File: config.mk
export PLATFORM = sky130hd
export DESIGN_NAME = frame_min_max_tracker
export DESIGN_NICKNAME = d
export VERILOG_FILES = /design/src/rtl/frame_track_pkg.sv /design/src/rtl/mag_compare.sv /design/src/rtl/frame_min_max_tracker.sv
export SDC_FILE = /design/constraint.sdc
export NUM_CORES = 1
export LEC_CHECK = 0
export ABC_AREA = 1
export BUFFER_PORTS_ARGS = -buffer_cell sky130_fd_sc_hd__buf_2
export CELL_PAD_IN_SITES_DETAIL_PLACEMENT = 1
export CELL_PAD_IN_SITES_GLOBAL_PLACEMENT = 1
export CORE_UTILIZATION = 41
export CTS_BUF_LIST = sky130_fd_sc_hd__clkbuf_8 sky130_fd_sc_hd__clkbuf_16
export CTS_CLUSTER_SIZE = 14
export DETAILED_ROUTE_END_ITERATION = 8
export PLACE_DENSITY_LB_ADDON = 0.1
export SETUP_SLACK_MARGIN = 0.02
export SLEW_MARGIN = 15
export SYNTH_ARGS = -nofsm -noshare
export SYNTH_HDL_FRONTEND = slang
export SYNTH_HIERARCHICAL = 1
export SYNTH_SLANG_ARGS = --single-unit
File: constraint.sdc
create_clock -name clk -period 10.4 [get_ports clk]
set_input_delay 1.56 -clock clk [delete_from_list [all_inputs] [get_ports clk]]
set_output_delay 1.56 -clock clk [all_outputs]
set_load 0.05 [all_outputs]
File: src/rtl/frame_track_pkg.sv
// Shared types and default widths for the frame min/max tracker.
// frame_result_t is the default-width record layout seen by downstream consumers.
package frame_track_pkg;

  localparam int unsigned DefWidth = 20;
  localparam int unsigned DefIdxW  = 8;

  typedef enum logic [1:0] {
    StIdle,
    StAccum,
    StHold
  } state_e;

  typedef struct packed {
    logic [DefWidth-1:0] max;
    logic [DefWidth-1:0] min;
    logic [DefIdxW-1:0]  max_idx;
    logic [DefIdxW-1:0]  min_idx;
    logic [DefIdxW:0]    count;
  } frame_result_t;

endpackage

File: src/rtl/mag_compare.sv
// Combinational unsigned magnitude comparator.
// The most significant differing bit decides the result.
module mag_compare #(
  parameter int unsigned WIDTH = 20
) (
  input  logic [WIDTH-1:0] a,
  input  logic [WIDTH-1:0] b,
  output logic             gt,
  output logic             lt,
  output logic             eq
);

  logic found;

  always_comb begin
    gt    = 1'b0;
    lt    = 1'b0;
    found = 1'b0;
    for (int i = WIDTH - 1; i >= 0; i--) begin
      if (!found && (a[i] != b[i])) begin
        gt    = a[i];
        lt    = b[i];
        found = 1'b1;
      end
    end
    eq = !found;
  end

endmodule

File: src/rtl/frame_min_max_tracker.sv
// Tracks max/min value, their first-occurrence indices and sample count per frame,
// then holds one result record on a valid/ready output until it is consumed.
module frame_min_max_tracker
  import frame_track_pkg::*;
#(
  parameter int unsigned WIDTH = DefWidth,
  parameter int unsigned IDX_W = DefIdxW
) (
  input  logic             clk,
  input  logic             rst_n,
  input  logic [WIDTH-1:0] in_data,
  input  logic             in_valid,
  input  logic             in_last,
  output logic             in_ready,
  output logic [WIDTH-1:0] out_max,
  output logic [WIDTH-1:0] out_min,
  output logic [IDX_W-1:0] out_max_idx,
  output logic [IDX_W-1:0] out_min_idx,
  output logic [IDX_W:0]   out_count,
  output logic             out_valid,
  input  logic             out_ready
);

  // Same layout as frame_result_t, but sized by this instance's parameters.
  typedef struct packed {
    logic [WIDTH-1:0] max;
    logic [WIDTH-1:0] min;
    logic [IDX_W-1:0] max_idx;
    logic [IDX_W-1:0] min_idx;
    logic [IDX_W:0]   count;
  } result_t;

  localparam logic [IDX_W:0]   CountMax = {1'b1, {IDX_W{1'b0}}};
  localparam logic [IDX_W-1:0] IdxMax   = {IDX_W{1'b1}};

  state_e           state_q, state_d;
  result_t          res_q, res_d;
  logic [IDX_W-1:0] idx_q, idx_d;

  logic max_gt, max_lt, max_eq;
  logic min_gt, min_lt, min_eq;
  logic unused_cmp;

  mag_compare #(.WIDTH(WIDTH)) u_cmp_max (
    .a  (in_data),
    .b  (res_q.max),
    .gt (max_gt),
    .lt (max_lt),
    .eq (max_eq)
  );

  mag_compare #(.WIDTH(WIDTH)) u_cmp_min (
    .a  (in_data),
    .b  (res_q.min),
    .gt (min_gt),
    .lt (min_lt),
    .eq (min_eq)
  );

  // Only strict gt/lt drive updates; equal samples keep the first occurrence.
  assign unused_cmp = max_lt ^ max_eq ^ min_gt ^ min_eq;

  always_ff @(posedge clk) begin
    if (!rst_n) begin
      state_q <= StIdle;
      res_q   <= '0;
      idx_q   <= '0;
    end else begin
      state_q <= state_d;
      res_q   <= res_d;
      idx_q   <= idx_d;
    end
  end

  always_comb begin
    state_d   = state_q;
    res_d     = res_q;
    idx_d     = idx_q;
    in_ready  = (state_q != StHold);
    out_valid = (state_q == StHold);

    unique case (state_q)
      StIdle: begin
        if (in_valid) begin
          res_d.max     = in_data;
          res_d.min     = in_data;
          res_d.max_idx = '0;
          res_d.min_idx = '0;
          res_d.count   = {{IDX_W{1'b0}}, 1'b1};
          idx_d         = {{(IDX_W-1){1'b0}}, 1'b1};
          state_d       = in_last ? StHold : StAccum;
        end
      end
      StAccum: begin
        if (in_valid) begin
          if (max_gt) begin
            res_d.max     = in_data;
            res_d.max_idx = idx_q;
          end
          if (min_lt) begin
            res_d.min     = in_data;
            res_d.min_idx = idx_q;
          end
          res_d.count = (res_q.count == CountMax) ? res_q.count : res_q.count + 1'b1;
          idx_d       = (idx_q == IdxMax) ? idx_q : idx_q + 1'b1;
          if (in_last) begin
            state_d = StHold;
          end
        end
      end
      StHold: begin
        if (out_ready) begin
          state_d = StIdle;
        end
      end
      default: state_d = StIdle;
    endcase
  end

  assign out_max     = res_q.max;
  assign out_min     = res_q.min;
  assign out_max_idx = res_q.max_idx;
  assign out_min_idx = res_q.min_idx;
  assign out_count   = res_q.count;

endmodule

---- Word level (Yosys, flattened, before mapping) ----
Cells that the tools add are included.
storage, ports and cells
  input port bits ......................... 25
  word-level logic and storage cells ...... 241
  register bits ........................... 75
cells by class
  multiplexer cells ....................... 96
  reductions and logical operators ........ 83
  eq/ne operators ......................... 53
  add/sub/neg operators ................... 2
operators with widths
  kind                                                              count
  65-bit two-way mux                                                2
  65-bit case mux with 2 select lines                               1
  1-bit two-way mux                                                 78
  20-bit two-way mux                                                2
  8-bit two-way mux                                                 5
  1-bit != test                                                     40
  1-bit logical AND                                                 38
  1-bit zero test                                                   38
  4-bit AND reduction                                               5
  2-bit != test (second input constant)                             8
  8-bit case mux with 2 select lines                                1
  2-bit two-way mux                                                 5
  9-bit by 1-bit adder with 9-bit output (second input constant)    1
  9-bit == test (second input constant)                             1
  9-bit two-way mux                                                 1
  8-bit by 1-bit adder with 8-bit output (second input constant)    1
  8-bit == test (second input constant)                             1
  2-bit case mux with 3 select lines                                1
  2-bit by 1-bit == test with 1-bit output (second input constant)  1
  2-bit == test (second input constant)                             1
  2-bit zero test                                                   1
  2-bit by 1-bit != test with 1-bit output (second input constant)  1
  2-bit nonzero test                                                1

---- Logic depth before layout (Yosys ltp) ----
  depth in word-level cells ............... 62
  depth in mapped cells ................... 37

---- By module ----
Netlist, hierarchy kept.
modules (own cells, without submodules)
  module                 seq. area each (sq um)  cells each  times used  area an instance (sq um)
  frame_min_max_tracker  1501.4                  439         1           3106.7
  mag_compare            0.0                     222         2           1027.2

---- Least setup slack after synthesis ----
OpenSTA, ideal clock, no wires.
  path type ............................... input port to flip-flop
  start ................................... in in_data[19]
  end ..................................... reg res_q (netlist bit out_min[17])
  required time ........................... 10.284 ns
  setup slack ............................. 5.842 ns
  stages on the path ...................... 29
  arrival time ............................ 4.442 ns
  cell sequence ........................... inv_1 ha_1 nand3_2 nor2_2 nand2_2 nor2_4 nand2_2 nor3_4 nand2_2 nor3_4 nand2_2 nor2_2 nand3_2 inv_2 nand2_2 nor2_2 nand2_2 nor2_1 nand2_1 o21ai_0 inv_1 nand2_1 nand2_1 o21ai_4 inv_2 buf_4 buf_6 nor2_1 nor2_1
between the ends
  longest elaborated chain between the ends .. 61
  elaborated cells on any way between the ends .. 80
  those cells by class .................... eq/ne (2); mux (39); reduce/logical (39)
RTL lines
  element                                 line                         text
  from (decl)                             frame_min_max_tracker.sv:11  input logic [WIDTH-1:0] in_data,
  1-bit != test *                         mag_compare.sv:20            if (!found && (a[i] != b[i])) begin
  1-bit two-way mux                       mag_compare.sv:20
  1-bit zero test                         mag_compare.sv:20
  1-bit logical AND                       mag_compare.sv:20
  1-bit two-way mux                       mag_compare.sv:20
  1-bit zero test                         mag_compare.sv:20
  1-bit logical AND                       mag_compare.sv:20
  1-bit two-way mux                       mag_compare.sv:20
  (+46 left out)                          n/a
  1-bit logical AND                       mag_compare.sv:20
  1-bit two-way mux                       mag_compare.sv:20
  1-bit zero test                         mag_compare.sv:20
  1-bit logical AND                       mag_compare.sv:20
  1-bit two-way mux *                     mag_compare.sv:20
  via min_lt                              frame_min_max_tracker.sv:41  logic min_gt, min_lt, min_eq;
  2-bit != test (no source line) *        n/a
  4-bit AND reduction (no source line) *  n/a
  to (signal assigned)                    frame_min_max_tracker.sv:70  res_q <= res_d;
  to (decl)                               frame_min_max_tracker.sv:37  result_t res_q, res_d;
Mark *: on every way through the listed nets, which the timed path passes. The rest lies on a longest branch.
A chain may end at the register's enable or synchronous reset.

---- Worst setup path after layout ----
  start ................................... in in_data[19]
  end ..................................... reg res_q (netlist bit out_min_idx[0])
Same word-level chain as after synthesis.

==> flow_metrics.py <==
metrics = {
    "floorplan": {
        "ios": 92,
        "dieHeight_um": 109,
        "core_um2": 11000,
        "initial_core_util_pct": 42.8,
        "row_count": 38,
        "die_area_um2": 11900,
        "die_w_um": 109,
    },
    "setup_path": {
        "cp_max_fo": 29,
        "r2r_cells": 26,
        "path_class": "in -> reg",
        "worst_setup_path_start_kind": "input pin",
        "critPathArrivalTime_ps": 5660,
        "cp_data_required_time_ps": 10600,
        "endpoint_kind": "flip-flop",
    },
    "synthesis": {
        "syn_area_um2": 4700,
        "syn_inst": 770,
        "syn_area_per_cell_um2": 6.10,
        "synth_fp_nets": 801,
        "yosysWarnings": 6,
    },
    "route": {
        "drtIter0Drc": 148,
        "wire_per_inst_um": 13.8,
        "drc": 0,
        "final_antenna_net_count": 0,
        "drtPass1Iterations": 4,
        "num_vias": 5078,
        "viasPerCell": 5.09,
        "wl_um": 13700,
    },
    "worst_hold_path": {
        "hold_path_class": "reg -> reg",
        "hold_depth": 2,
    },
    "cts": {
        "cts_sinks": 75,
        "cts_buffers": 9,
        "cts_tree": "yes",
        "ctsResizeCount": 0,
        "post-cts-setup-buffers": 0,
        "htree_levels": 3,
        "cts-hold-fix-buffers": 0,
        "clk_pin_slew_ps": 60,
        "root_buffer": "clkbuf_16",
        "cts.path.max_buffers": 2,
        "clk_latency_ps": 340,
    },
    "run": {
        "cap_violations": 0,
    },
    "cells_and_area": {
        "drive_above_1_share_pct": 17.7,
        "area_delta_synth_final_pct": 17.2,
        "final_common_cell": "nor2_1",
        "num-nets-final": 884,
        "antenna_cells": 0,
        "nFillCells": 1576,
        "multi_input_area_um2": 2660,
        "final_cell_mix": "nor2_1 (204), nand2_1 (141), inv_1 (107), buf_2 (91), o21ai_0 (80)",
        "seqCellArea_um2": 1500,
        "final_area_um2": 5510,
        "post-route-util_pct": 50.1,
    },
    "power_and_ir_drop": {
        "p_comb_share_pct": 30.9,
        "power.internal_mw": 0.551,
        "clockPowerShare_pct": 32.1,
        "switchingPower_mw": 0.366,
        "peakVddDrop_mv": 0.0774,
        "power.leakage_nw": 2.70,
        "p_seq_share_pct": 37.0,
        "cellPowerDensity_nw_per_um2": 166,
        "switching_share_pct": 39.9,
    },
    "global_route": {
        "grt_pass1_wl_um": 22900,
        "gr-usage-all-layers_pct": 24.2,
        "gr-total-overflow": 0,
        "grt_max_degree": 63,
        "antenna_found_initial": 0,
        "first_global_vias": 5016,
    },
    "place": {
        "io_buffer_count": 91,
        "gp_congestion": 0.845,
        "place_area_um2": 5230,
        "hpwl_um": 10000,
    },
    "run_status": {
        "status": "completed",
    },
    "timing": {
        "hold_viol_final": 0,
        "setup_viol": 0,
        "period_needed_ps": 5470,
        "finalCritPeriodShare_pct": 52.6,
        "max_freq_mhz": 183,
        "slew_headroom_pct": 34.3,
        "report.final.slew_viol_count": 0,
        "tightestPinTransition_ps": 985,
        "rsz0062_at_grt": "false",
        "skew_ps": 8.78,
        "fin_tns_setup_ps": 0,
    },
}
## per-layer routing
layer  global-route usage (%)  share of wire, %  vias up  routed length (um)
met5                        0                 0        -                   0
met4                     8.11               1.4        0                 193
met3                     2.57               2.5       15                 349
met2                     45.0                51       71                7070
met1                     28.5                45     2438                6130
li1                         -                 -     2554                   -
## worst paths after layout
path	end	start	slack [ps]
min	out_max_idx[2]$_SDFFE_PN0P_	out_max_idx[2]$_SDFFE_PN0P_	490
max	out_min_idx[0]$_SDFFE_PN0P_	in_data[19]	4930
max reg2reg	out_min_idx[0]$_SDFFE_PN0P_	out_min[19]$_SDFFE_PN0P_	6010
min reg2reg	out_max_idx[2]$_SDFFE_PN0P_	out_max_idx[2]$_SDFFE_PN0P_	490
## state kept, by name, indices dropped and copies added, names as in the netlist
name,cells
idx_q,8
out_count,9
out_max,20
out_max_idx,8
out_min,20
out_min_idx,8
state_q,2
## worst max-delay path, cell delays in order
cell and delay (ps):
buf_2 130, inv_1 50, ha_1 370, nand3_2 100
nor2_2 150, nand2_2 100, nor2_4 130, nand2_2 90
nor3_4 220, nand2_2 100, nor3_4 200, nand2_2 90
nor2_2 140, nand3_2 110, inv_2 80, nand2_2 60
nor2_2 110, nand2_2 70, nor2_1 90, nand2_1 70
o21ai_0 80, inv_1 60, nand2_1 60, nand2_1 70
o21ai_4 590, inv_2 440, o21ai_0 270, a21oi_1 60
## power by group through the flow
stage | clock (mW) | combinational, mW | sequential (mW)
2_1_floorplan | 0 | 0.132 | 0.426
4_1_cts | 0.300 | 0.285 | 0.340
5_1_grt | 0.312 | 0.311 | 0.343
6_report | 0.294 | 0.283 | 0.340
3_5_place_dp | 0 | 0.282 | 0.346
3_3_place_gp | 0 | 0.272 | 0.345
## layout make-up
cell class	instances	area share (%)
clock buffer	10	4.34
clock inverter	6	0.727
inverter	116	7.91
multi-input combinational	560	48.3
sequential	75	27.3
tap	140	3.18
timing repair buffer	91	8.27
## metrics by stage
stage,instances,total power [mW],hold WS [ps],setup WS [ps]
after global placement,982,0.617,461,4780
after CTS,998,0.925,497,4880
final,998,0.917,492,4930
after detailed placement,982,0.629,486,4550
after global routing,998,0.967,509,4430
after floorplan,770,0.558,466,5930
(Power assumes the default switching activity.)
